--- src/rtl/heartbeat_scheduler_if.sv ---
// Request channel between the heartbeat scheduler and the session message builder.
// The scheduler drives a valid/host/type request; the builder answers with ready.
interface heartbeat_scheduler_if #(
  parameter int HOST_AW = 2
);
  logic               msg_valid;
  logic               msg_ready;
  logic [HOST_AW-1:0] msg_host;
  logic [1:0]         msg_type;

  modport master (
    output msg_valid,
    output msg_host,
    output msg_type,
    input  msg_ready
  );

  modport slave (
    input  msg_valid,
    input  msg_host,
    input  msg_type,
    output msg_ready
  );
endinterface

--- src/rtl/heartbeat_scheduler.sv ---
// heartbeat_scheduler: turns per-host heartbeat timeouts into queued Heartbeat /
// TestRequest requests for the message builder, tracks consecutive misses per
// host and flags link-down after MAX_MISS misses. Requests are served
// round-robin starting after the most recently completed host.
// Optional build macro HB_SCHED_STATS_EN adds saturating counters of completed
// Heartbeat and TestRequest handshakes (hb_sent_cnt_o / tr_sent_cnt_o).
module heartbeat_scheduler #(
  parameter int NUM_HOST = 4,
  parameter int HOST_AW  = 2,
  parameter int MAX_MISS = 3
) (
  input  logic                clk,
  input  logic                rst,
  input  logic                timeout_i,
  input  logic [HOST_AW-1:0]  timeout_addr_i,
  input  logic                rx_valid_i,
  input  logic [HOST_AW-1:0]  rx_host_i,
  heartbeat_scheduler_if.master msg_if,
  output logic [NUM_HOST-1:0] link_down_o,
  output logic                busy_o
`ifdef HB_SCHED_STATS_EN
  ,
  output logic [15:0]         hb_sent_cnt_o,
  output logic [15:0]         tr_sent_cnt_o
`endif
);

  localparam int                MISS_W     = $clog2(MAX_MISS + 1);
  localparam logic [MISS_W-1:0] MISS_MAX   = MISS_W'(MAX_MISS);
  localparam logic [HOST_AW:0]  NUM_HOST_W = (HOST_AW + 1)'(NUM_HOST);
  localparam logic [1:0]        TYPE_HB    = 2'b00;
  localparam logic [1:0]        TYPE_TR    = 2'b01;
  localparam logic [0:0]        ST_IDLE    = 1'b0;
  localparam logic [0:0]        ST_SEND    = 1'b1;

  logic [0:0]                     state_q, state_d;
  logic [HOST_AW-1:0]             rr_ptr_q, rr_ptr_d;
  logic [NUM_HOST-1:0]            pend_q, pend_d;
  logic [NUM_HOST-1:0]            link_down_q, link_down_d;
  logic [NUM_HOST-1:0][1:0]       req_type_q, req_type_d;
  logic [NUM_HOST-1:0][MISS_W-1:0] miss_q, miss_d;
  logic                           msg_valid_q, msg_valid_d;
  logic [HOST_AW-1:0]             msg_host_q, msg_host_d;
  logic [1:0]                     msg_type_q, msg_type_d;
  logic                           busy_q, busy_d;

  logic                           sel_found_s;
  logic                           sel_go_s;
  logic [HOST_AW-1:0]             sel_idx_s;
  logic [HOST_AW:0]               cand_s;
  logic                           to_valid_s;
  logic                           handshake_s;

  assign sel_go_s    = (state_q == ST_IDLE) && sel_found_s;
  assign handshake_s = (state_q == ST_SEND) && msg_if.msg_ready;
  assign to_valid_s  = timeout_i && ({1'b0, timeout_addr_i} < NUM_HOST_W);

  // Round-robin search: first pending host at or after rr_ptr, wrapping at NUM_HOST.
  always_comb begin
    sel_found_s = 1'b0;
    sel_idx_s   = '0;
    cand_s      = '0;
    for (int i = 0; i < NUM_HOST; i++) begin
      cand_s = {1'b0, rr_ptr_q} + (HOST_AW + 1)'(i);
      if (cand_s >= NUM_HOST_W) begin
        cand_s = cand_s - NUM_HOST_W;
      end else begin
        cand_s = cand_s;
      end
      if (!sel_found_s && pend_q[cand_s[HOST_AW-1:0]]) begin
        sel_found_s = 1'b1;
        sel_idx_s   = cand_s[HOST_AW-1:0];
      end else begin
        sel_found_s = sel_found_s;
      end
    end
  end

  // Per-host bookkeeping: selection clears pend, then rx clears misses, then timeout applies.
  always_comb begin
    pend_d      = pend_q;
    link_down_d = link_down_q;
    req_type_d  = req_type_q;
    miss_d      = miss_q;
    for (int h = 0; h < NUM_HOST; h++) begin
      if (sel_go_s && (sel_idx_s == HOST_AW'(h))) begin
        pend_d[h] = 1'b0;
      end else begin
        pend_d[h] = pend_q[h];
      end
      if (rx_valid_i && (rx_host_i == HOST_AW'(h))) begin
        miss_d[h]      = '0;
        link_down_d[h] = 1'b0;
      end else begin
        miss_d[h]      = miss_q[h];
      end
      if (to_valid_s && (timeout_addr_i == HOST_AW'(h)) && !link_down_d[h]) begin
        if (miss_d[h] == '0) begin
          req_type_d[h] = TYPE_HB;
        end else begin
          req_type_d[h] = TYPE_TR;
        end
        if (miss_d[h] != MISS_MAX) begin
          miss_d[h] = miss_d[h] + MISS_W'(1'b1);
        end else begin
          miss_d[h] = MISS_MAX;
        end
        // Reaching the miss limit declares the link down instead of sending.
        if (miss_d[h] == MISS_MAX) begin
          link_down_d[h] = 1'b1;
          pend_d[h]      = 1'b0;
        end else begin
          pend_d[h]      = 1'b1;
        end
      end else begin
        req_type_d[h] = req_type_q[h];
      end
    end
  end

  // Issue FSM: latch a selected request in IDLE, hold it in SEND until accepted.
  always_comb begin
    state_d     = state_q;
    rr_ptr_d    = rr_ptr_q;
    msg_valid_d = msg_valid_q;
    msg_host_d  = msg_host_q;
    msg_type_d  = msg_type_q;
    case (state_q)
      ST_IDLE: begin
        if (sel_found_s) begin
          msg_host_d  = sel_idx_s;
          msg_type_d  = req_type_q[sel_idx_s];
          msg_valid_d = 1'b1;
          state_d     = ST_SEND;
        end else begin
          msg_valid_d = 1'b0;
        end
      end
      ST_SEND: begin
        if (msg_if.msg_ready) begin
          msg_valid_d = 1'b0;
          state_d     = ST_IDLE;
          if ({1'b0, msg_host_q} == (NUM_HOST_W - (HOST_AW + 1)'(1))) begin
            rr_ptr_d = '0;
          end else begin
            rr_ptr_d = msg_host_q + HOST_AW'(1);
          end
        end else begin
          msg_valid_d = 1'b1;
        end
      end
      default: begin
        state_d     = ST_IDLE;
        msg_valid_d = 1'b0;
      end
    endcase
    busy_d = (|pend_d) || (state_d == ST_SEND);
  end

  // State registers with synchronous reset; reset drops any in-flight request.
  always_ff @(posedge clk) begin
    if (rst) begin
      state_q     <= ST_IDLE;
      rr_ptr_q    <= '0;
      pend_q      <= '0;
      link_down_q <= '0;
      req_type_q  <= '0;
      miss_q      <= '0;
      msg_valid_q <= 1'b0;
      msg_host_q  <= '0;
      msg_type_q  <= TYPE_HB;
      busy_q      <= 1'b0;
    end else begin
      state_q     <= state_d;
      rr_ptr_q    <= rr_ptr_d;
      pend_q      <= pend_d;
      link_down_q <= link_down_d;
      req_type_q  <= req_type_d;
      miss_q      <= miss_d;
      msg_valid_q <= msg_valid_d;
      msg_host_q  <= msg_host_d;
      msg_type_q  <= msg_type_d;
      busy_q      <= busy_d;
    end
  end

  assign msg_if.msg_valid = msg_valid_q;
  assign msg_if.msg_host  = msg_host_q;
  assign msg_if.msg_type  = msg_type_q;
  assign link_down_o      = link_down_q;
  assign busy_o           = busy_q;

`ifdef HB_SCHED_STATS_EN
  logic [15:0] hb_cnt_q;
  logic [15:0] tr_cnt_q;

  // Saturating counts of completed handshakes per message type.
  always_ff @(posedge clk) begin
    if (rst) begin
      hb_cnt_q <= 16'h0000;
      tr_cnt_q <= 16'h0000;
    end else if (handshake_s && (msg_type_q == TYPE_HB)) begin
      if (hb_cnt_q != 16'hFFFF) begin
        hb_cnt_q <= hb_cnt_q + 16'h0001;
      end
    end else if (handshake_s && (msg_type_q == TYPE_TR)) begin
      if (tr_cnt_q != 16'hFFFF) begin
        tr_cnt_q <= tr_cnt_q + 16'h0001;
      end
    end
  end

  assign hb_sent_cnt_o = hb_cnt_q;
  assign tr_sent_cnt_o = tr_cnt_q;
`endif

endmodule
--- src/flat_wrapper.sv ---
// flat-port wrapper written by rule: the top's interface ports become plain ports
module heartbeat_scheduler_flat 
#(
  parameter int NUM_HOST = 4,
  parameter int HOST_AW  = 2,
  parameter int MAX_MISS = 3
)
  (clk, rst, timeout_i, timeout_addr_i, rx_valid_i, rx_host_i, link_down_o, busy_o, msg_if_msg_valid, msg_if_msg_host, msg_if_msg_type, msg_if_msg_ready);
  heartbeat_scheduler_if #(.HOST_AW(HOST_AW)) msg_if_i ();
  input  logic clk;
  input  logic rst;
  input  logic timeout_i;
  input  logic [HOST_AW-1:0] timeout_addr_i;
  input  logic rx_valid_i;
  input  logic [HOST_AW-1:0] rx_host_i;
  output logic [NUM_HOST-1:0] link_down_o;
  output logic busy_o;
  output wire logic [$bits(msg_if_i.msg_valid)-1:0] msg_if_msg_valid;
  output wire logic [$bits(msg_if_i.msg_host)-1:0] msg_if_msg_host;
  output wire logic [$bits(msg_if_i.msg_type)-1:0] msg_if_msg_type;
  input wire logic [$bits(msg_if_i.msg_ready)-1:0] msg_if_msg_ready;
  assign msg_if_msg_valid = msg_if_i.msg_valid;
  assign msg_if_msg_host = msg_if_i.msg_host;
  assign msg_if_msg_type = msg_if_i.msg_type;
  assign msg_if_i.msg_ready = msg_if_msg_ready;
  heartbeat_scheduler #(.NUM_HOST(NUM_HOST), .HOST_AW(HOST_AW), .MAX_MISS(MAX_MISS)) u_core (.clk(clk), .rst(rst), .timeout_i(timeout_i), .timeout_addr_i(timeout_addr_i), .rx_valid_i(rx_valid_i), .rx_host_i(rx_host_i), .msg_if(msg_if_i), .link_down_o(link_down_o), .busy_o(busy_o));
endmodule
--- config.mk ---
export PLATFORM = sky130hd
export DESIGN_NAME = heartbeat_scheduler_flat
export DESIGN_NICKNAME = d
export VERILOG_FILES = /design/src/rtl/heartbeat_scheduler_if.sv /design/src/rtl/heartbeat_scheduler.sv /design/src/flat_wrapper.sv
export SDC_FILE = /design/constraint.sdc
export NUM_CORES = 1
export LEC_CHECK = 0
export BUFFER_PORTS_ARGS = -buffer_cell sky130_fd_sc_hd__buf_2
export CAP_MARGIN = 20
export CORE_MARGIN = 2
export CORE_UTILIZATION = 55
export DETAILED_ROUTE_END_ITERATION = 16
export PLACE_DENSITY = 0.77
export SLEW_MARGIN = 0
export SYNTH_ARGS = -nofsm -noshare
export SYNTH_HDL_FRONTEND = slang
export SYNTH_SLANG_ARGS = --single-unit
--- constraint.sdc ---
create_clock -name clk -period 1.95 [get_ports clk]
set_input_delay 0.0975 -clock clk [delete_from_list [all_inputs] [get_ports clk]]
set_output_delay 0.0975 -clock clk [all_outputs]
set_load 0.05 [all_outputs]
==> results of run 1 <==
## metal layers
metal / vias to the layer above / global-route usage (%)
li1: 602 / -
met1: 579 / 29.0
met2: 27 / 38.5
met3: 6 / 3.71
met4: 0 / 11.1
met5: - / 0
## worst max-delay path: cells and delay by family (launching register included)
family             cells  cell delay (ps)
and+or+nand+nor        1               80
DFF                    1              460
AOI/OAI and AO/OA      4              650
muxes                  1              540
## state kept, by name (all words and copies together) (netlist names)
| signal | flops |
|---|---|
| u_core.state_q | 1 |
| u_core.miss_q | 8 |
| u_core.busy_o | 1 |
| u_core.pend_q | 4 |
| u_core.msg_if.msg_type | 1 |
| u_core.msg_if.msg_host | 2 |
| u_core.link_down_o | 4 |
| u_core.req_type_q | 4 |
| u_core.rr_ptr_q | 2 |
## report_power, final
part / internal (W) / total (W) / leakage, nW / switching, W
registers: 0.000575 / 0.000604 / 0.220 / 0.0000286
logic: 0.0000731 / 0.000210 / 0.297 / 0.000137
clock network: 0.0000801 / 0.000234 / 0.0150 / 0.000154
total: 0.000728 / 0.00105 / 0.531 / 0.000320
## kinds of logic after synthesis
kind of cell	after synthesis
simple gates	65
buf+inv	9
mux	3
flops	27
other cells	1
fa+ha+maj	1
compound gates	49
## layout make-up
| cell class | instances | share of cell area (%) |
|---|---|---|
| sequential | 27 | 38.0 |
| timing repair buffer | 18 | 6.49 |
| inverter | 3 | 0.789 |
| tap | 28 | 2.46 |
| multi-input combinational | 119 | 50.4 |
| clock buffer | 4 | 1.84 |
## worst max-delay path by stage
stage                                                   endpoint  cells past startpoint
after global placement    u_core.msg_if.msg_type[0]$_SDFFE_PP0P_                      6
final                     u_core.msg_if.msg_type[0]$_SDFFE_PP0P_                      6
after global routing                    u_core.busy_o$_SDFF_PP0_                      6
after detailed placement  u_core.msg_if.msg_type[0]$_SDFFE_PP0P_                      6
after CTS                 u_core.msg_if.msg_type[0]$_SDFFE_PP0P_                      6
after floorplan                         u_core.busy_o$_SDFF_PP0_                      5
## metrics by stage
step           cell area, sq um  hold WS [ps]  util (%)
2_1_floorplan              1290           227         -
3_3_place_gp               1390           359      62.6
3_5_place_dp               1390           369      62.6
4_1_cts                    1410          8.57      63.8
5_1_grt                    1430          24.2      64.5
6_report                   1430          26.6      64.5
## synth_stat cells (3+ instances only)
cell type | number | share of area [%]
nor2_1 | 13 | 3.8
clkbuf_1 | 4 | 1.2
a211oi_1 | 5 | 2.9
nand3_1 | 5 | 1.9
a21oi_1 | 21 | 8.2
nand2b_1 | 4 | 1.9
nand3b_1 | 3 | 1.7
nor3_1 | 14 | 5.4
nand2_1 | 14 | 4.1
a31oi_1 | 3 | 1.5
o21ai_0 | 6 | 2.3
dfxtp_1 | 27 | 42
## placed cells by master, fill, tap and decap left out, types with 2 or more instances in the layout
cell / count
buf_2: 17
o211ai_1: 2
o21a_1: 2
mux2i_1: 2
o21ai_0: 6
inv_1: 2
nand3_1: 5
nor2_1: 13
a31oi_1: 3
nand2_1: 14
nor4_1: 2
a211oi_1: 5
a21oi_2: 2
clkbuf_4: 3
nand3b_1: 3
nand2b_1: 4
a21oi_1: 21
nor2b_1: 2
dfxtp_1: 26
a41oi_1: 2
nor3_1: 14
==> results.toml, run 1 <==
[synth]
synth_edf_count = 0
ys.flop_type = "dfxtp_1"
synth_cells = 155
synth.net_count = 165
synth_warnings = 0
synth_top_family_by_area = "simple AND/OR/NAND/NOR gates"
synthArstFlopShare_pct = 0
avgSynthCellArea_sq_um = 8.31
syn_area_sq_mm = 0.00129
synth_seq_cells = 27
yosysUniqueCellTypes = 39
synth-compound-area-share_pct = 23.8
synth_xor_area_share_pct = 0
synthAdderAreaFrac_pct = 0.972
seq_area_frac_synth_pct = 42.0
synth-simple-area-share_pct = 26.4
synth_mux_area_share_pct = 3.30

[timing]
fin_ws_ps = 91.5
drv_slew = 0
hold_viol_final = 0
max_freq_mhz = 538
finalClockSkew_ps = 8.42
min_period_ps = 1860
setup-tns-final_ps = 0
fin_crit_sh_pct = 95.3
rsz0062_at_grt = "false"
setup_viol = 0

[clock_tree]
cts_sinks = 27
cts_tree = "done"
postCtsSetupRepairBufs = 0
clk_pin_slew_ps = 140
clk_latency_ps = 320
hold_buffers = 0
post_cts_resized = 0
root_buffer = "clkbuf_4"
cts_max_level = 1
cts_made_buffers = 3
cts.path.max_buffers = 2

[critical_path]
slowest_stage = "mux4_2"
crit_top_cell = "a21oi_1"
criticalPathCategory = "flop to flop"
path_cells = "a21oi_1 > o21a_1 > o22ai_1 > mux4_2 > nand2_1 > a21oi_1"
critPathMaxStageDelay_ps = 540
r2r-start = "u_core.pend_q[0]$_SDFF_PP0_"
critPathLaunchType = "flop"
worstPathRequired_ps = 2150
timing.reg2reg.setup_slack_ps = 90
end_kind = "flop"
reg2reg_depth = 6
arrival_ps = 2060
crit_fanout = 6
crit_start = "u_core.pend_q[0]$_SDFF_PP0_"
crit-reg2reg-capture = "u_core.msg_if.msg_type[0]$_SDFFE_PP0P_"

[layout]
final_cells = 199
diodes = 0
multiInputGateArea_sq_um = 719
ff_latch_area_sq_um = 542
layout.nets = 182
drive_above_1_share_pct = 18.1
syn_to_final_growth_pct = 10.8
fillCellCount = 210

[min_path]
whs_path_depth = 2
whs_endpoint = "u_core.state_q$_SDFF_PP0_"
hold_class = "primary input to flop"
hp-start = "msg_if_msg_ready"

[floorplan]
core_area_sq_mm = 0.00221
ios = 19
chipHeight_um = 52.4
rows = 17
die_x_um = 52.4
start_util_pct = 58.2
die_area_sq_mm = 0.00274

[pwr]
finalPower_w = 0.00105
leakagePower_nw = 0.531
p_per_area_mw_per_mm2 = 735
ir_worst_vdd_mv = 0.549

[routing]
drcViolationCount = 0
detailedRoute.firstPassIterationCount = 4
wl_met1_um = 1310
top_layer = "met4"
via_per_inst = 6.10
drt-wirelength-per-cell_um = 14.1
vias = 1214
drt-initial-drc-count = 31
route.met2.wl_um = 1330
postRouteAntennaNets = 0
wl_met3_um = 101
wl_um = 2800

[global_route]
antenna_found_initial = 0
grt_pass1_vias = 1092
grt.overflow.total = 0
grt.total_usage_pct = 23.2
grt_max_degree = 28
grt_pass1_wl_um = 4740

[place]
dp_hpwl_um = 2020
place_inst = 195
gp_congestion = 0.836
place_ws_ps = 111
portBuffers = 17

[job]
maxCapViolCount = 0

[run_status]
status = "finished, final reports clean"
Power figures use the tool's default switching activity.
==> inputs of run 2 (changes only) <==
--- a/config.mk
+++ b/config.mk
@@ -10,6 +10,7 @@
 export CORE_MARGIN = 2
 export CORE_UTILIZATION = 55
 export DETAILED_ROUTE_END_ITERATION = 16
+export HOLD_SLACK_MARGIN = 0.08
 export PLACE_DENSITY = 0.77
 export SLEW_MARGIN = 0
 export SYNTH_ARGS = -nofsm -noshare
==> run 2 against run 1 <==
Sequential cell count is the same. Wire length grew 0.82%. Maximum frequency grew 0.29%. Combinational power is essentially flat. Highest routed layer unchanged.
==> results.toml, run 2 (synthesis results as in run 1) <==
[global_route]
grt_max_degree = 28
grt.total_usage_pct = 23.3
grt_pass1_wl_um = 4750
grt_pass1_vias = 1094
grt.overflow.total = 0
antenna_found_initial = 0

[critical_path]
critPathMaxStageDelay_ps = 540
crit_family = "compound AO/OA/AOI/OAI gates"
critPathLaunchType = "flop"
path_cells = "a21oi_1 > o21a_1 > o22ai_1 > mux4_2 > nand2_1 > a21oi_1"
crit_top_cell = "a21oi_1"
arrival_ps = 2050
slowest_stage = "mux4_2"
crit_fanout = 6
end_kind = "flop"
path_buf_inv = 0
worstPathRequired_ps = 2150
criticalPathCategory = "flop to flop"

[floorplan]
rows = 17
core_area_sq_mm = 0.00221
start_util_pct = 58.2
chipHeight_um = 52.4
die_x_um = 52.4
ios = 19
die_area_sq_mm = 0.00274

[layout]
layout.nets = 183
syn_to_final_growth_pct = 11.6
layout_commonest_cell = "dfxtp_1"
diodes = 0
largest-register = "u_core.miss_q"
drive_above_1_share_pct = 18.0
largest_reg_flops = 8
final_util_pct = 64.9
final_cell_mix = "26 x dfxtp_1, 21 x a21oi_1, 17 x buf_2"

[timing]
drv_slew = 0
max_freq_mhz = 540
finalClockSkew_ps = 8.61
hold_viol_final = 0
setup_viol = 0
timing.hold.ws_ps = 128
fin_crit_sh_pct = 95.0
min_period_ps = 1850
setup-tns-final_ps = 0
rsz0062_at_grt = "false"

[clock_tree]
clk_latency_ps = 320
cts_tree = "done"
root_buffer = "clkbuf_4"
cts_max_level = 1
cts_sinks = 27
postCtsSetupRepairBufs = 0
clk_pin_slew_ps = 140
cts_made_buffers = 3
cts.path.max_buffers = 2

[routing]
vias = 1225
detailedRoute.firstPassIterationCount = 4
drt-initial-drc-count = 30
drt-wirelength-per-cell_um = 14.1
via_per_inst = 6.13
postRouteAntennaNets = 0
drcViolationCount = 0
wl_um = 2820

[pwr]
leakagePower_nw = 0.536
switchingPower_w = 0.000320
internal_power_w = 0.000730
swShare_pct = 30.5
pwr-share-clk_pct = 22.4
ir_worst_vdd_mv = 0.549
p_seq_share_pct = 57.5
p_per_area_mw_per_mm2 = 731
finalPower_w = 0.00105
combPwrFrac_pct = 20.1

[place]
gp_congestion = 0.836
dp_hpwl_um = 2020
portBuffers = 17

[min_path]
hold_class = "primary input to flop"

[run_status]
status = "finished, final reports clean"

[job]
maxCapViolCount = 0
==> run 2: cell types whose count changed in the layout (fill, tap and decap cells not counted) <==
cell / before / now
dlygate4sd3_1: 0 / 1
==> run 2: area by class of cell <==
cell class	count	area, sq um
Fill cell	209	776
Inverter	3	11.3
Sequential cell	27	542
Tap cell	28	35.0
Timing Repair Buffer	19	103
Clock buffer	4	26.3
Multi-Input combinational cell	119	719
==> run 2: worst min-delay path, stage by stage <==
cell and delay [ps]:
buf_2 130, or3b_2 140, a211oi_1 60
==> run 2: repair_timing <==
action | in CTS | in global routing
setup endpoints to repair | 0 | 2
hold buffers | 1 | 0
gates resized for setup | 0 | 3
endpoints found under the hold margin | 2 | 0
==> run 2: power groups by stage <==
stage	clock network, W	registers (W)	logic [W]
3_5_place_dp	0	0.000615	0.000203
3_3_place_gp	0	0.000613	0.000197
2_1_floorplan	0	0.000638	0.000124
6_report	0.000235	0.000604	0.000211
4_1_cts	0.000244	0.000603	0.000205
5_1_grt	0.000268	0.000608	0.000234
==> run 2: final timing paths <==
| kind | startpoint | end | slack (ps) | cells past startpoint |
|---|---|---|---|---|
| max | u_core.pend_q[0]$_SDFF_PP0_ | u_core.msg_if.msg_type[0]$_SDFFE_PP0P_ | 100 | 6 |
| min | timeout_addr_i[0] | u_core.miss_q[0]$_SDFF_PP0_ | 130 | 3 |
| max reg2reg | u_core.pend_q[0]$_SDFF_PP0_ | u_core.msg_if.msg_type[0]$_SDFFE_PP0P_ | 100 | 6 |
| min reg2reg | u_core.req_type_q[2]$_SDFFE_PP0P_ | u_core.req_type_q[2]$_SDFFE_PP0P_ | 470 | 2 |
==> run 2: per-layer routing <==
metal	track usage, %	vias to the layer above	part of all wire [%]
met2	38.5	27	48
li1	-	603	-
met4	11.1	0	1.9
met1	29.2	587	47
met5	0	-	0
met3	3.71	8	3.0
==> run 2: through the flow <==
stage / worst slack (ps) / instance area [sq um] / instances
2_1_floorplan: 198 / 1290 / 155
3_3_place_gp: 158 / 1390 / 195
3_5_place_dp: 111 / 1390 / 195
4_1_cts: 82.4 / 1420 / 200
5_1_grt: 7.95 / 1440 / 200
6_report: 96.8 / 1440 / 200
==> inputs of run 3 (changes only) <==
--- a/config.mk
+++ b/config.mk
@@ -12,6 +12,7 @@
 export DETAILED_ROUTE_END_ITERATION = 16
 export HOLD_SLACK_MARGIN = 0.08
 export PLACE_DENSITY = 0.77
+export REMOVE_ABC_BUFFERS = 1
 export SLEW_MARGIN = 0
 export SYNTH_ARGS = -nofsm -noshare
 export SYNTH_HDL_FRONTEND = slang
==> run 3 against run 2 <==
Sequential power is essentially flat. Core utilization grew 0.057 points. Clock power grew 5%. Largest cell class unchanged. Setup slack lost 47 ps.
==> results.toml, run 3 (synthesis results as in run 1) <==
[job]
maxCapViolCount = 0

[timing]
setup_viol = 0
drv_slew = 0
fin_crit_sh_pct = 97.5
max_freq_mhz = 526
hold_viol_final = 0
finalClockSkew_ps = 10.7
fin_ws_ps = 49.6
min_period_ps = 1900

[min_path]
whs_path_depth = 3
hold_class = "primary input to flop"

[layout]
largest-register = "u_core.miss_q"
multiInputGateArea_sq_um = 712
largest_reg_flops = 8
drive_above_1_share_pct = 19.1
stdcell_area_sq_mm = 0.00144
layout_commonest_cell = "dfxtp_1"
final_cell_mix = "26 x dfxtp_1, 21 x a21oi_1, 17 x buf_2"
syn_to_final_growth_pct = 11.7
layout.nets = 184
ff_latch_area_sq_um = 542
final_cells = 201
diodes = 0
fillCellCount = 206

[global_route]
grt_max_degree = 28
grt.total_usage_pct = 22.7
grt_pass1_wl_um = 4590
grt_pass1_vias = 1065
grt.overflow.total = 0
antenna_found_initial = 0

[place]
dpl-instance-area_sq_mm = 0.00139
place_ws_ps = 90.8
portBuffers = 17
gp_congestion = 0.822
place_inst = 196
dp_hpwl_um = 2020

[routing]
drt-initial-drc-count = 32
drcViolationCount = 0
detailedRoute.firstPassIterationCount = 4
via_per_inst = 5.99
vias = 1204
postRouteAntennaNets = 0
drt-wirelength-per-cell_um = 14.1
wl_um = 2840

[pwr]
p_seq_share_pct = 56.9
pwr-share-clk_pct = 23.3
ir_worst_vdd_mv = 0.459
finalPower_w = 0.00106
combPwrFrac_pct = 19.9
p_per_area_mw_per_mm2 = 739
switchingPower_w = 0.000335
leakagePower_nw = 0.542
swShare_pct = 31.6
internal_power_w = 0.000726

[floorplan]
die_area_sq_mm = 0.00274
die_x_um = 52.4
core_area_sq_mm = 0.00221
chipHeight_um = 52.4
rows = 17
start_util_pct = 58.2
ios = 19

[run_status]
status = "finished, final reports clean"

[clock_tree]
clk_latency_ps = 340
cts_sinks = 27
cts.path.max_buffers = 2
cts_max_level = 1
cts_tree = "done"
root_buffer = "clkbuf_4"
cts_made_buffers = 3
clk_pin_slew_ps = 150
postCtsSetupRepairBufs = 0

[critical_path]
end_kind = "flop"
worstPathRequired_ps = 2170
crit_fanout = 6
arrival_ps = 2120
reg2reg_depth = 6
criticalPathCategory = "flop to flop"
critPathLaunchType = "flop"
run 3: cell count changes in the layout (fill, tap and decap cells not counted):
cell / change
o22ai_1: -1
nor3_4: -1
nor3_2: +1
o22ai_2: +1
buf_4: +1
clkinv_2: +1
o32ai_1: +1
clkbuf_1: -1
o32ai_2: -1
run 3: per-stage QoR:
| stage | hold WS [ps] | util (%) | TNS [ps] |
|---|---|---|---|
| floorplan | 167 | - | 0 |
| global placement | 376 | 63.0 | 0 |
| detailed placement | 385 | 63.0 | 0 |
| CTS | 110 | 64.6 | 0 |
| global route | 128 | 65.0 | -12.5 |
| finish | 115 | 65.0 | 0 |
run 3: per-layer routing:
layer  up-vias  GRT usage [%]  routed length (um)
li1        607              -                   -
met1       565           26.9                1300
met2        28           40.0                1370
met3         4           3.43                 118
met4         0           10.3                  51
met5         -              0                   0
run 3: worst paths after layout:
path | slack (ps) | from | to
worst min-delay path | 110 | timeout_addr_i[0] | u_core.miss_q[0]$_SDFF_PP0_
worst min register to register | 470 | u_core.req_type_q[6]$_SDFFE_PP0P_ | u_core.req_type_q[6]$_SDFFE_PP0P_
worst max register to register | 50 | u_core.pend_q[0]$_SDFF_PP0_ | u_core.busy_o$_SDFF_PP0_
worst max-delay path | 50 | u_core.pend_q[0]$_SDFF_PP0_ | u_core.busy_o$_SDFF_PP0_
run 3: timing repair:
item | 4_1_cts | 5_1_grt
setup endpoints to repair | 0 | 2
endpoints found under the hold margin | 2 | 0
resized for setup | 0 | 2
hold buffers | 1 | 0
run 3: area by class of cell:
cell class	instances	area share (%)
repair buffers	20	7.66
multi-input cells	119	49.5
flip-flops and latches	27	37.7
clock inverters	1	0.348
well taps	28	2.44
clock buffers	3	1.57
inverters	3	0.783
run 3: critical path: stages, from the launching register on:
cell and delay [ps]:
dfxtp_1 470, a21oi_1 120, o21a_1 210, o22a_1 230, or4_4 500, a21oi_2 140, a41oi_1 120
run 3: power groups by stage:
| stage | logic (W) | registers, W | clock network (W) |
|---|---|---|---|
| floorplan | 0.000108 | 0.000644 | 0 |
| global placement | 0.000200 | 0.000613 | 0 |
| detailed placement | 0.000205 | 0.000614 | 0 |
| CTS | 0.000208 | 0.000602 | 0.000250 |
| global route | 0.000231 | 0.000608 | 0.000271 |
| finish | 0.000211 | 0.000604 | 0.000247 |
